===== config.mk =====
export PLATFORM = sky130hd
export DESIGN_NAME = backlight_level_ctrl
export DESIGN_NICKNAME = d
export VERILOG_FILES = /design/src/rtl/backlight_level_ctrl.sv
export SDC_FILE = /design/constraint.sdc
export NUM_CORES = 1
export LEC_CHECK = 0
export ABC_CLOCK_PERIOD_IN_PS = 2600
export CORE_MARGIN = 5
export CORE_UTILIZATION = 55
export CTS_CLUSTER_SIZE = 24
export DETAILED_ROUTE_END_ITERATION = 8
export GPL_TIMING_DRIVEN = 1
export PLACE_DENSITY = 0.79
export SLEW_MARGIN = 20
export SYNTH_ARGS = -nofsm -noshare
export SYNTH_HDL_FRONTEND = slang
export SYNTH_SLANG_ARGS = --single-unit

===== constraint.sdc =====
create_clock -name LPC_CLK33M_GMUX -period 2.6 [get_ports LPC_CLK33M_GMUX]
set_clock_uncertainty 0.1 [all_clocks]
set_input_delay 0.52 -clock LPC_CLK33M_GMUX [delete_from_list [all_inputs] [get_ports LPC_CLK33M_GMUX]]
set_output_delay 0.52 -clock LPC_CLK33M_GMUX [all_outputs]
set_load 0.005 [all_outputs]

===== src/rtl/backlight_level_ctrl.sv =====
// Backlight brightness level control.
// Synchronises and debounces the active-low brightness button, then steps a
// 1..16 level on each short press (wrapping) and auto-repeats while the
// button is held (saturating). Level and update strobe are registered together.
module backlight_level_ctrl #(
    parameter int DEBOUNCE_CYC   = 330000,
    parameter int REPEAT_DLY_CYC = 16500000,
    parameter int REPEAT_CYC     = 6600000,
    parameter int LEVEL_MIN      = 1,
    parameter int LEVEL_MAX      = 16,
    parameter int LEVEL_RST      = 10
) (
    input  logic       LPC_CLK33M_GMUX,
    input  logic       GMUX_RST_L,
    input  logic       GMUX_PL6A,
    input  logic       LVDS_IG_BKL_ON,
    output logic [4:0] BKLT_LEVEL,
    output logic       LEVEL_STROBE,
    output logic       BTN_DEB_L
);

    localparam int RPT_MAX = (REPEAT_DLY_CYC > REPEAT_CYC) ? REPEAT_DLY_CYC : REPEAT_CYC;
    localparam int DEB_W   = (DEBOUNCE_CYC > 2) ? $clog2(DEBOUNCE_CYC) : 1;
    localparam int TMR_W   = (RPT_MAX > 2) ? $clog2(RPT_MAX) : 1;

    localparam logic [DEB_W-1:0] DEB_LAST = DEB_W'(DEBOUNCE_CYC - 1);
    localparam logic [TMR_W-1:0] DLY_LAST = TMR_W'(REPEAT_DLY_CYC - 1);
    localparam logic [TMR_W-1:0] RPT_LAST = TMR_W'(REPEAT_CYC - 1);
    localparam logic [4:0]       LVL_MIN  = 5'(LEVEL_MIN);
    localparam logic [4:0]       LVL_MAX  = 5'(LEVEL_MAX);
    localparam logic [4:0]       LVL_RST  = 5'(LEVEL_RST);

    typedef enum logic [1:0] {
        IDLE = 2'd0,
        HOLD = 2'd1,
        RPT  = 2'd2
    } state_e;

    logic [1:0]       rst_sync_q;
    logic             rst_int_n_s;
    logic [1:0]       btn_sync_q;
    logic [1:0]       bkl_sync_q;
    logic             sync_btn_s;
    logic             sync_bkl_s;
    logic [DEB_W-1:0] deb_cnt_q, deb_cnt_d;
    logic             btn_deb_q, btn_deb_d;
    logic             btn_deb_prev_q;
    logic             press_s;
    logic             release_s;
    state_e           state_q, state_d;
    logic [TMR_W-1:0] rpt_tmr_q, rpt_tmr_d;
    logic             step_short_s;
    logic             step_rpt_s;
    logic [4:0]       level_q, level_d;
    logic             strobe_q, strobe_d;

    // Reset: asserts asynchronously, releases synchronously to the clock.
    always_ff @(posedge LPC_CLK33M_GMUX or negedge GMUX_RST_L) begin
        if (!GMUX_RST_L) begin
            rst_sync_q <= 2'b00;
        end else begin
            rst_sync_q <= {rst_sync_q[0], 1'b1};
        end
    end

    assign rst_int_n_s = rst_sync_q[1];

    // Two-flop synchronisers for the asynchronous button and backlight-on inputs.
    always_ff @(posedge LPC_CLK33M_GMUX or negedge rst_int_n_s) begin
        if (!rst_int_n_s) begin
            btn_sync_q <= 2'b11;
            bkl_sync_q <= 2'b00;
        end else begin
            btn_sync_q <= {btn_sync_q[0], GMUX_PL6A};
            bkl_sync_q <= {bkl_sync_q[0], LVDS_IG_BKL_ON};
        end
    end

    assign sync_btn_s = btn_sync_q[1];
    assign sync_bkl_s = bkl_sync_q[1];

    // Debounce: flip the debounced state only after a sustained mismatch.
    always_comb begin
        deb_cnt_d = deb_cnt_q;
        btn_deb_d = btn_deb_q;
        if (sync_btn_s == btn_deb_q) begin
            deb_cnt_d = {DEB_W{1'b0}};
        end else if (deb_cnt_q == DEB_LAST) begin
            btn_deb_d = sync_btn_s;
            deb_cnt_d = {DEB_W{1'b0}};
        end else begin
            deb_cnt_d = deb_cnt_q + {{(DEB_W-1){1'b0}}, 1'b1};
        end
    end

    // Debounce state registers plus a delayed copy for press-edge detection.
    always_ff @(posedge LPC_CLK33M_GMUX or negedge rst_int_n_s) begin
        if (!rst_int_n_s) begin
            deb_cnt_q      <= {DEB_W{1'b0}};
            btn_deb_q      <= 1'b1;
            btn_deb_prev_q <= 1'b1;
        end else begin
            deb_cnt_q      <= deb_cnt_d;
            btn_deb_q      <= btn_deb_d;
            btn_deb_prev_q <= btn_deb_q;
        end
    end

    assign press_s   = btn_deb_prev_q & ~btn_deb_q;
    assign release_s = btn_deb_q;

    // Press/hold/repeat FSM; backlight off forces IDLE without stepping.
    always_comb begin
        state_d      = state_q;
        rpt_tmr_d    = rpt_tmr_q;
        step_short_s = 1'b0;
        step_rpt_s   = 1'b0;
        if (!sync_bkl_s) begin
            state_d   = IDLE;
            rpt_tmr_d = {TMR_W{1'b0}};
        end else begin
            case (state_q)
                IDLE: begin
                    if (press_s) begin
                        step_short_s = 1'b1;
                        state_d      = HOLD;
                        rpt_tmr_d    = {TMR_W{1'b0}};
                    end else begin
                        state_d = IDLE;
                    end
                end
                HOLD: begin
                    if (release_s) begin
                        state_d   = IDLE;
                        rpt_tmr_d = {TMR_W{1'b0}};
                    end else if (rpt_tmr_q == DLY_LAST) begin
                        step_rpt_s = 1'b1;
                        state_d    = RPT;
                        rpt_tmr_d  = {TMR_W{1'b0}};
                    end else begin
                        rpt_tmr_d = rpt_tmr_q + {{(TMR_W-1){1'b0}}, 1'b1};
                    end
                end
                RPT: begin
                    if (release_s) begin
                        state_d   = IDLE;
                        rpt_tmr_d = {TMR_W{1'b0}};
                    end else if (rpt_tmr_q == RPT_LAST) begin
                        step_rpt_s = 1'b1;
                        rpt_tmr_d  = {TMR_W{1'b0}};
                    end else begin
                        rpt_tmr_d = rpt_tmr_q + {{(TMR_W-1){1'b0}}, 1'b1};
                    end
                end
                default: begin
                    state_d   = IDLE;
                    rpt_tmr_d = {TMR_W{1'b0}};
                end
            endcase
        end
    end

    // Next level: short press wraps at max, auto-repeat saturates at max.
    always_comb begin
        level_d  = level_q;
        strobe_d = 1'b0;
        if (step_short_s) begin
            level_d  = (level_q == LVL_MAX) ? LVL_MIN : (level_q + 5'd1);
            strobe_d = 1'b1;
        end else if (step_rpt_s) begin
            if (level_q < LVL_MAX) begin
                level_d  = level_q + 5'd1;
                strobe_d = 1'b1;
            end else begin
                level_d  = level_q;
            end
        end else begin
            level_d = level_q;
        end
    end

    // FSM, repeat timer, level and strobe registers.
    always_ff @(posedge LPC_CLK33M_GMUX or negedge rst_int_n_s) begin
        if (!rst_int_n_s) begin
            state_q   <= IDLE;
            rpt_tmr_q <= {TMR_W{1'b0}};
            level_q   <= LVL_RST;
            strobe_q  <= 1'b0;
        end else begin
            state_q   <= state_d;
            rpt_tmr_q <= rpt_tmr_d;
            level_q   <= level_d;
            strobe_q  <= strobe_d;
        end
    end

    assign BKLT_LEVEL   = level_q;
    assign LEVEL_STROBE = strobe_q;
    assign BTN_DEB_L    = btn_deb_q;

endmodule


Yosys cells after proc, flatten, opt, wreduce, memory -nomap -nowiden. Cells that the tools add are included.

Flip-flop bits (word level): 59. Input port bits: 4. Output and inout port bits: 7. Word-level logic and storage cells: 64.

Add/subtract/negate cells: 3. Order comparisons: 1. Eq/ne operators: 10. Multiplexer cells: 31. Bitwise operators: 3. Reduce and logical (&&, ||, !) cells: 6.

Operators with widths (count): two-way mux 24 bit (6); case mux 24 bit (3 select lines) (1); two-way mux 19 bit (2); adder 24 x 1 -> 24 bit, second input constant (1); equality test 24 x 23 -> 1 bit, second input constant (1); equality test 24 bit, second input constant (1); two-way mux 5 bit (4); adder 19 x 1 -> 19 bit, second input constant (1); equality test 19 bit, second input constant (1); two-way mux 1 bit (12); two-way mux 2 bit (4); inequality test 3 bit, second input constant (2); case mux 2 bit (3 select lines) (1); AND reduction 2 bit (3); adder 5 x 1 -> 5 bit, second input constant (1); equality test 5 bit, second input constant (1); less-than comparator 5 bit, second input constant (1); inequality test 4 bit, second input constant (1); nonzero test 2 bit (2); equality test 2 x 1 -> 1 bit, second input constant (1); equality test 2 bit, second input constant (1); zero test 2 bit (1); inverter 1 bit (2); case mux 1 bit (2 select lines) (1); 2 further kinds (2).

Longest topological paths before layout. Gate-level depths: netlist (run 1).

Word-level depth: 7. Mapped depth: 9. Gate-level depth less buffers: 8.

Worst setup path after synthesis (run 1). Ideal clock, no wire load.

Path kind: register -> register. From: register rpt_tmr_q[9]. To: register level_q[2] (netlist: BKLT_LEVEL[2]). Setup time: 137 ps. Arrival time: 2101 ps. Data required time: 2363 ps. Setup slack: 262 ps. Cell stages (with the launch flop): 7. Path buffers: 0. Period minus slack after synthesis: 2338 ps. Path through: dfrtp_1 > or4b_4 > or2_4 > or4_4 > o41ai_4 > or2b_4 > a31oi_2.

Word-level cells in the longest chain between the ends: 7. Elaborated cells on any way between the ends: 10. Classes of those cells: eq/ne (2); mux (6); reduce/logical (2).

Ends and longest elaborated chain: start: declaration (RTL line 51) `logic [TMR_W-1:0] rpt_tmr_q, rpt_tmr_d;`; start signal: assignment (RTL line 186) `rpt_tmr_q <= {TMR_W{1'b0}};`; start signal: assignment (RTL line 191) `rpt_tmr_q <= rpt_tmr_d;`; equality test 24 x 23 -> 1 bit or equality test 24 bit (tied branches) (RTL line 148, 136); two-way mux 1 bit (on tied branches) (RTL line 148, 136); two-way mux 1 bit (on tied branches) (RTL line 145, 133); case mux 1 bit (2 select lines) * (RTL line 122) `case (state_q)`; two-way mux 1 bit * (RTL line 118) `if (!sync_bkl_s) begin`; nonzero test 2 bit (no source line) *; AND reduction 2 bit (no source line) *; end signal: assignment (RTL line 192) `level_q <= level_d;`; end: declaration (RTL line 54) `logic [4:0] level_q, level_d;`.

Mark *: on every way between the ends. The rest lies on a longest branch, timed or not. A chain may end at the register's enable or synchronous reset.

Final worst setup path (run 1).
From: register rpt_tmr_q[0]. To: register rpt_tmr_q[21].

Word-level cells in the longest chain between the ends: 5. Elaborated cells on any way between the ends: 9. Classes of those cells: add/sub (1); eq/ne (2); mux (6).

Ends and longest elaborated chain (RTL line): adder 24 x 1 -> 24 bit (tied with other cells) (141, 152); two-way mux 24 bit (on tied branches) (148, 136); two-way mux 24 bit (on tied branches) (145, 133); case mux 24 bit (3 select lines) * (122); two-way mux 24 bit * (118).

Marks and branches as above.

==> results of run 1 <==
## cell usage in the layout (no fill, tap or decap), types with 2 or more instances in the layout
cell,instances
nor2b_1,2
ha_1,7
nor4b_1,7
nand4b_1,2
a21oi_1,14
nor3_1,6
nand2b_1,6
nand2_1,31
nor2_1,41
nand4_1,15
mux2i_1,4
inv_1,10
bufinv_16,2
nand3_1,17
o21ai_0,5
o311ai_1,3
dfstp_2,6
dfrtp_1,52
a41oi_1,2
a31oi_1,11
buf_12,2
clkinvlp_4,2
and3_2,2
buf_4,8
a31o_2,2
clkdlybuf4s50_1,10
o211ai_1,6
a211oi_1,2
clkbuf_8,10
and3_1,9
xor2_1,10
o21ai_1,3
or4b_4,2
and4_1,2
or3_1,6
xnor2_1,9
## how the worst max path moves through the flow
stage / end / slack (ps) / startpoint
2_1_floorplan: BKLT_LEVEL[2] / 260 / rpt_tmr_q[9]
3_3_place_gp: rpt_tmr_q[21] / 160 / rpt_tmr_q[15]
3_5_place_dp: rpt_tmr_q[21] / 10 / rpt_tmr_q[0]
4_1_cts: rpt_tmr_q[21] / 0.6 / rpt_tmr_q[0]
5_1_grt: rpt_tmr_q[21] / 40 / rpt_tmr_q[0]
6_report: rpt_tmr_q[21] / 90 / rpt_tmr_q[0]
## layout make-up
type                    instances  area (um^2)  area share (%)
multi-input cells             251         1640            44.5
flip-flops and latches         59         1490            40.4
repair buffers                 20          200            5.45
clock buffers                  10          138            3.75
well taps                      72         90.1            2.45
clock inverters                 6         88.8            2.42
inverters                      10         37.5            1.02
## layer usage
metal  track usage (%)  wire (um)  vias to the layer above
li1                  -          -                     1251
met1              24.3       3040                     1240
met2              30.7       3150                       55
met3              3.99        281                       15
met4              10.5        146                        0
met5                 0          0                        -
## kinds of logic (layout without fill, tap and decap cells)
| logic type | Yosys count | in the layout | share of synthesized area, % |
|---|---|---|---|
| AO/OA/AOI/OAI | 60 | 60 | 13.8 |
| other | 1 | 1 | 0.117 |
| buffers and inverters | 20 | 46 | 3.08 |
| adder cells (fa/ha/maj) | 7 | 7 | 2.73 |
| multiplexers | 5 | 5 | 1.60 |
| XOR/XNOR | 19 | 19 | 5.18 |
| AND/OR/NAND/NOR | 159 | 159 | 27.3 |
| flip-flops | 59 | 59 | 46.2 |
## per-stage QoR
stage	std cells	setup WS (ps)	area [um^2]
6_report	428	94.7	3670
3_5_place_dp	412	10.8	3440
5_1_grt	428	39.4	3670
4_1_cts	428	0.626	3670
2_1_floorplan	330	262	3210
3_3_place_gp	412	157	3440
## state kept, by name (all words and copies together) (netlist names), 2 cells and up
register	count
rpt_tmr_q	24
bkl_sync_q	2
BKLT_LEVEL	5
btn_sync_q	2
deb_cnt_q	19
state_q	2
rst_sync_q	2
## critical path, stage by stage (launching register included)
cell      delay, ps
dfrtp_1         420
ha_1            260
and3_1          220
nand3_1         220
o31ai_4         130
a21oi_4         320
nand2_1         310
o311ai_1        400
## synth_stat cells (all sizes together) (2+ instances only)
library cell	instances	area share [%]
nor2b	2	0.39
and4	2	0.55
nand2b	6	1.2
nand4	15	2.9
and3	11	2.2
ha	7	2.7
a31oi	12	2.5
o21ai	9	1.5
buf	4	1.2
o311ai	3	0.82
a31o	2	0.55
clkbuf	6	0.70
a211oi	2	0.47
or3	6	1.2
nand3	18	3.2
nor2	41	4.8
or4	2	0.58
a21oi	15	2.5
o211ai	6	1.4
inv	10	1.2
dfrtp	53	41
o22ai	2	0.58
xnor2	9	2.5
or4b	2	0.86
xor2	10	2.7
or2b	2	0.58
nand4b	2	0.55
mux2i	4	1.2
nor4b	7	1.9
o41ai	2	1.1
dfstp	6	4.9
and2	2	0.39
nor3	6	0.94
nand2	31	3.6
a41oi	2	0.55
## repair_timing
item / in CTS / in global routing
hold buffers: 0 / 0
gates resized for setup: 0 / 1
endpoints found under the setup margin: 0 / 4
## power breakdown
part	switching, mW	total, mW	internal, mW
registers	0.0127	0.940	0.928
logic	0.0317	0.0484	0.0167
clock network	0.379	0.944	0.565
==> impl_results.md, run 1 <==
* Final setup fails at 0
* Syn avg cell area at slightly below 10 um^2
* Max-slew headroom at roughly 60%
* Hold WS at between 100 and 150 ps
* Final Power at between 1.5 and 2 mW
* First-pass GRT wire length at approximately 12 mm
* Worst setup SP type: register
* H-Tree Depth at 3
* CP Capture Type: register
* Initial antenna violation count at 0
* GRT Overall Usage at around 19%
* RSZ-0062 raised after global routing: false
* Crit path time final at approximately 2500 ps
* Fin. max-slew vios at 0
* Cell count after synthesis at 330
* Via count at approximately 2.6k
* Row count at 27
* Critical path required time at ~2700 ps
* Max-Cap Viols at 0
* Final core occ at around 66%
* # DRC at 0
* FILL cells at ~430
* Starting DRC count in detailed routing at ~210
* Static leakage at around 1.5 nW
* Worst slew pin tran at ~600 ps
* Worst hold path class: register to async pin
* Area added between synthesis and finish at 14.5%
* Setup_tns at 0 ps
* Ys flop type: dfrtp_1
* Share of cells above drive strength 1 at 14.3%
* Number of nets in the layout at roughly 360
* I/O Buffers at 10
* Period utilization at 96.4%
* Net Count, Synth at roughly 340
* Postcts setup bufs at 0
* Core ar. at 5570 um^2
* Synth Cell Area at 3210 um^2
* WS Path Type: register to register
* CTS tree: built
* Die Y at 86.4 um
* Routed len/inst at 15.5 um
* Pwr dens at 526 nW/um^2
* Worst r2r path cells at 7
* Clock Path Buffers at 2
* Max VDD drop at about 0.33 mV
* Post-synth EDFFs at 0
* Fmax at 0.399 GHz
* Critical Path AT at 2620 ps
* ANT nets after route at 0
* Final Wtd Congestion at about 0.88
* Total congestion overflow at 0
* Detail Placement HPWL at ~4.6 mm
* Reg-to-reg endpoint: rpt_tmr_q[21]
* Worst-path clk slew at around 70 ps
* Routed vias/inst at approximately 6.0
* Routed Wire Length at 6.62 mm
* Warnings, synthesis at 0
* I/O pin count at 11
* Die area at around 7500 um^2
* Clock Sink Count at just under 60
* Synth cell types at 58
* Starting Density at a little under three fifths
* Root Driver: clkbuf_8
* R2R Path Start: rpt_tmr_q[0]
* Overall die width at a little under 90 um
* FF-to-FF setup slack at approximately 95 ps
* Critical Path Fanout Max at 9
* TritonCTS Buffers at 9
* Seq cells post-synth at just under 60
* Synth async-reset ratio at 100%
* Final hold vios at 0
* First-pass detailed-route iteration total at 4
* Vias in the first global route at approximately 2.5k
* Post-synthesis sequential area ratio at 46.2%
* Status: complete, no violations
* Number of diodes at 0
* Skew-Pair Late Insertion Delay at approximately 340 ps
* Largest net degree at the start of global routing at 37
Power figures use the tool's default switching activity.
==> run 2: changes to the inputs <==
- CORE_UTILIZATION: 55 -> 45
- PLACE_DENSITY: 0.79 -> 0.68
==> run 2 against run 1 <==
  * Register-to-register slack improved by 20 ps
  * Worst hold slack got worse by 7.3 ps
  * Fmax rose by 0.78%
  * Non-clock buffer count rose by 6
  * Die area rose by 20%
  * Total power fell by 6.4%
  * Clock power fell by 13%
  * Critical path type unchanged
  * Highest routed layer unchanged
==> impl_results.md, run 2 (synthesis gave the netlist of run 1 again) <==
* Total congestion overflow at 0 (unchanged)
* Final Wtd Congestion at 0.844 (-3.8%)
* Worst slew pin tran at 523 ps (-65.9 ps)
* Pwr dens at 489 nW/um^2 (-7.0%)
* Period utilization at 95.6% (-0.75 points)
* Worst setup SP type: register
* Routed len/inst at 14.3 um (-7.8%)
* Routed metal-1 wire length at 3.06 mm (+0.69%)
* Fin. max-slew vios at 0 (unchanged)
* Crit path time final at 2490 ps (-19.4 ps)
* Max-Cap Viols at 0 (unchanged)
* Starting Density at 46.7% (-11 points)
* Core ar. at 6870 um^2 (+23%)
* Clock Path Buffers at 2 (unchanged)
* TritonCTS Buffers at 9 (unchanged)
* GRT Overall Usage at 16.3% (-2.9 points)
* Final hold vios at 0 (unchanged)
* Overall die width at 94.5 um (+9.3%)
* Status: complete, no violations
* Final Power at 1.81 mW (-6.4%)
* Starting DRC count in detailed routing at 234 (+12%)
* Crit-path cells: or4b_4 > or2_4 > o31ai_4 > a21oi_4 > buf_4 > a21oi_1 > o22ai_1
* Detail Placement HPWL at 4.61 mm (+0.96%)
* I/O pin count at 11 (unchanged)
* Largest net degree at the start of global routing at 26 (-30%)
* Worst r2r path cells at 7 (unchanged)
* Critical Path Fanout Max at 21 (+12)
* FF-to-FF setup slack at 110 ps (+20 ps)
* Number of nets in the layout at 368 (+1.7%)
* Routed Wire Length at 6.54 mm (-1.3%)
* Root Driver: clkbuf_8
* Critical path required time at 2700 ps (-20 ps)
* Worst-path clk slew at 70 ps (about the same)
* Final setup fails at 0 (unchanged)
* Vias in the first global route at 2448 (-2.0%)
* Fmax at 0.402 GHz (+0.78%)
* Die Y at 94.5 um (+9.3%)
* Final Non-Filler Cells at 458 (+7.0%)
* Static leakage at 1.49 nW (+0.65%)
* Top reg by flops: rpt_tmr_q
* Routed vias/inst at 5.58 (-6.7%)
* Most frequent cells in the layout: dfrtp_1 (52), nor2_1 (41), nand2_1 (30)
* Initial antenna violation count at 0 (unchanged)
* # DRC at 0 (unchanged)
* Commonest non-fill, non-tap cell in the layout: dfrtp_1
* First-pass GRT wire length at 11.4 mm (-1.3%)
* Max FFs per register at 24 (unchanged)
* H-Tree Depth at 3 (unchanged)
* Placed cells at 442 (+7.3%)
* Wire length on met2 at 3.12 mm (-1.0%)
* Max VDD drop at 0.255 mV (-22%)
* Metal3 WL at 301 um (+7.1%)
* Number of diodes at 0 (unchanged)
* RSZ-0062 raised after global routing: false
* Clock Sink Count at 59 (unchanged)
* Setup_tns at 0 ps (unchanged)
* Skew-Pair Late Insertion Delay at 330 ps (about the same)
* Slowest CP cell: or4b_4
* WS Path Type: register to register
* Worst hold path class: register to async pin
* Via count at 2556 (-0.20%)
* CP peak stage delay at 550 ps (+130 ps)
* ANT nets after route at 0 (unchanged)
* Die area at 8920 um^2 (+20%)
* Critical Path AT at 2580 ps (-40 ps)
* Row count at 30 (+11%)
* Uppermost routed layer: met4
* Reg-to-reg endpoint: rpt_tmr_q[6]
* I/O Buffers at 10 (unchanged)
* CP Capture Type: register
* CTS tree: built
* Max-slew headroom at 64.8% (+4.4 points)
* Hold WS at 137 ps (-7.32 ps)
* First-pass detailed-route iteration total at 4 (unchanged)
* Area added between synthesis and finish at 15.1%
* Share of cells above drive strength 1 at 15.5% (+1.1 points)
* R2R Path Start: rpt_tmr_q[11]
## run 2: report_power, final
part           switching (mW)  internal, mW
Clock                   0.354         0.468
Combinational          0.0308        0.0154
Sequential             0.0126         0.928
Total                   0.398          1.41
## run 2: per-stage QoR
| stage | utilization (%) | worst slack, ps | cell area [um^2] |
|---|---|---|---|
| after floorplan | - | 262 | 3210 |
| after global placement | 50.8 | 171 | 3490 |
| after detailed placement | 50.8 | 114 | 3490 |
| after CTS | 53.7 | 81.3 | 3690 |
| after global routing | 53.8 | 51.3 | 3700 |
| final | 53.8 | 114 | 3700 |
## run 2: per-layer routing
metal  up-vias  GRT usage [%]
met4         0           6.13
met5         -              0
li1       1253              -
met1      1246           20.8
met3         2           4.30
met2        55           26.5
## run 2: what timing repair did
| action | 4_1_cts | 5_1_grt |
|---|---|---|
| gates resized for setup | 0 | 2 |
| buffers inserted | 0 | 0 |
| endpoints found under the setup margin | 0 | 9 |
| endpoints found under the hold margin | 0 | 0 |
| hold buffers | 0 | 0 |
## run 2: how the worst max path moves through the flow
stage,startpoint,endpoint,slack [ps],cells after the start
detailed placement,rpt_tmr_q[0],rpt_tmr_q[20],110,7
finish,rpt_tmr_q[11],rpt_tmr_q[6],110,7
CTS,rpt_tmr_q[0],rpt_tmr_q[20],80,7
global placement,rpt_tmr_q[15],rpt_tmr_q[17],170,6
floorplan,rpt_tmr_q[9],BKLT_LEVEL[2],260,6
global route,rpt_tmr_q[13],BKLT_LEVEL[2],50,7
## run 2: layout make-up
| type | count | area [um^2] |
|---|---|---|
| fill | 616 | 3170 |
| multi-input combinational | 251 | 1640 |
| sequential | 59 | 1490 |
| timing repair buffer | 26 | 220 |
| clock buffer | 12 | 145 |
| tap | 96 | 120 |
| clock inverter | 4 | 50.0 |
| inverter | 10 | 37.5 |
## run 2: worst max-delay path: cells and delay by family, from the launching register on
kind,cells,cell delay [ps]
DFF,1,420
and+or+nand+nor,2,840
buffers and inverters,1,230
AOI/OAI and AO/OA,4,760
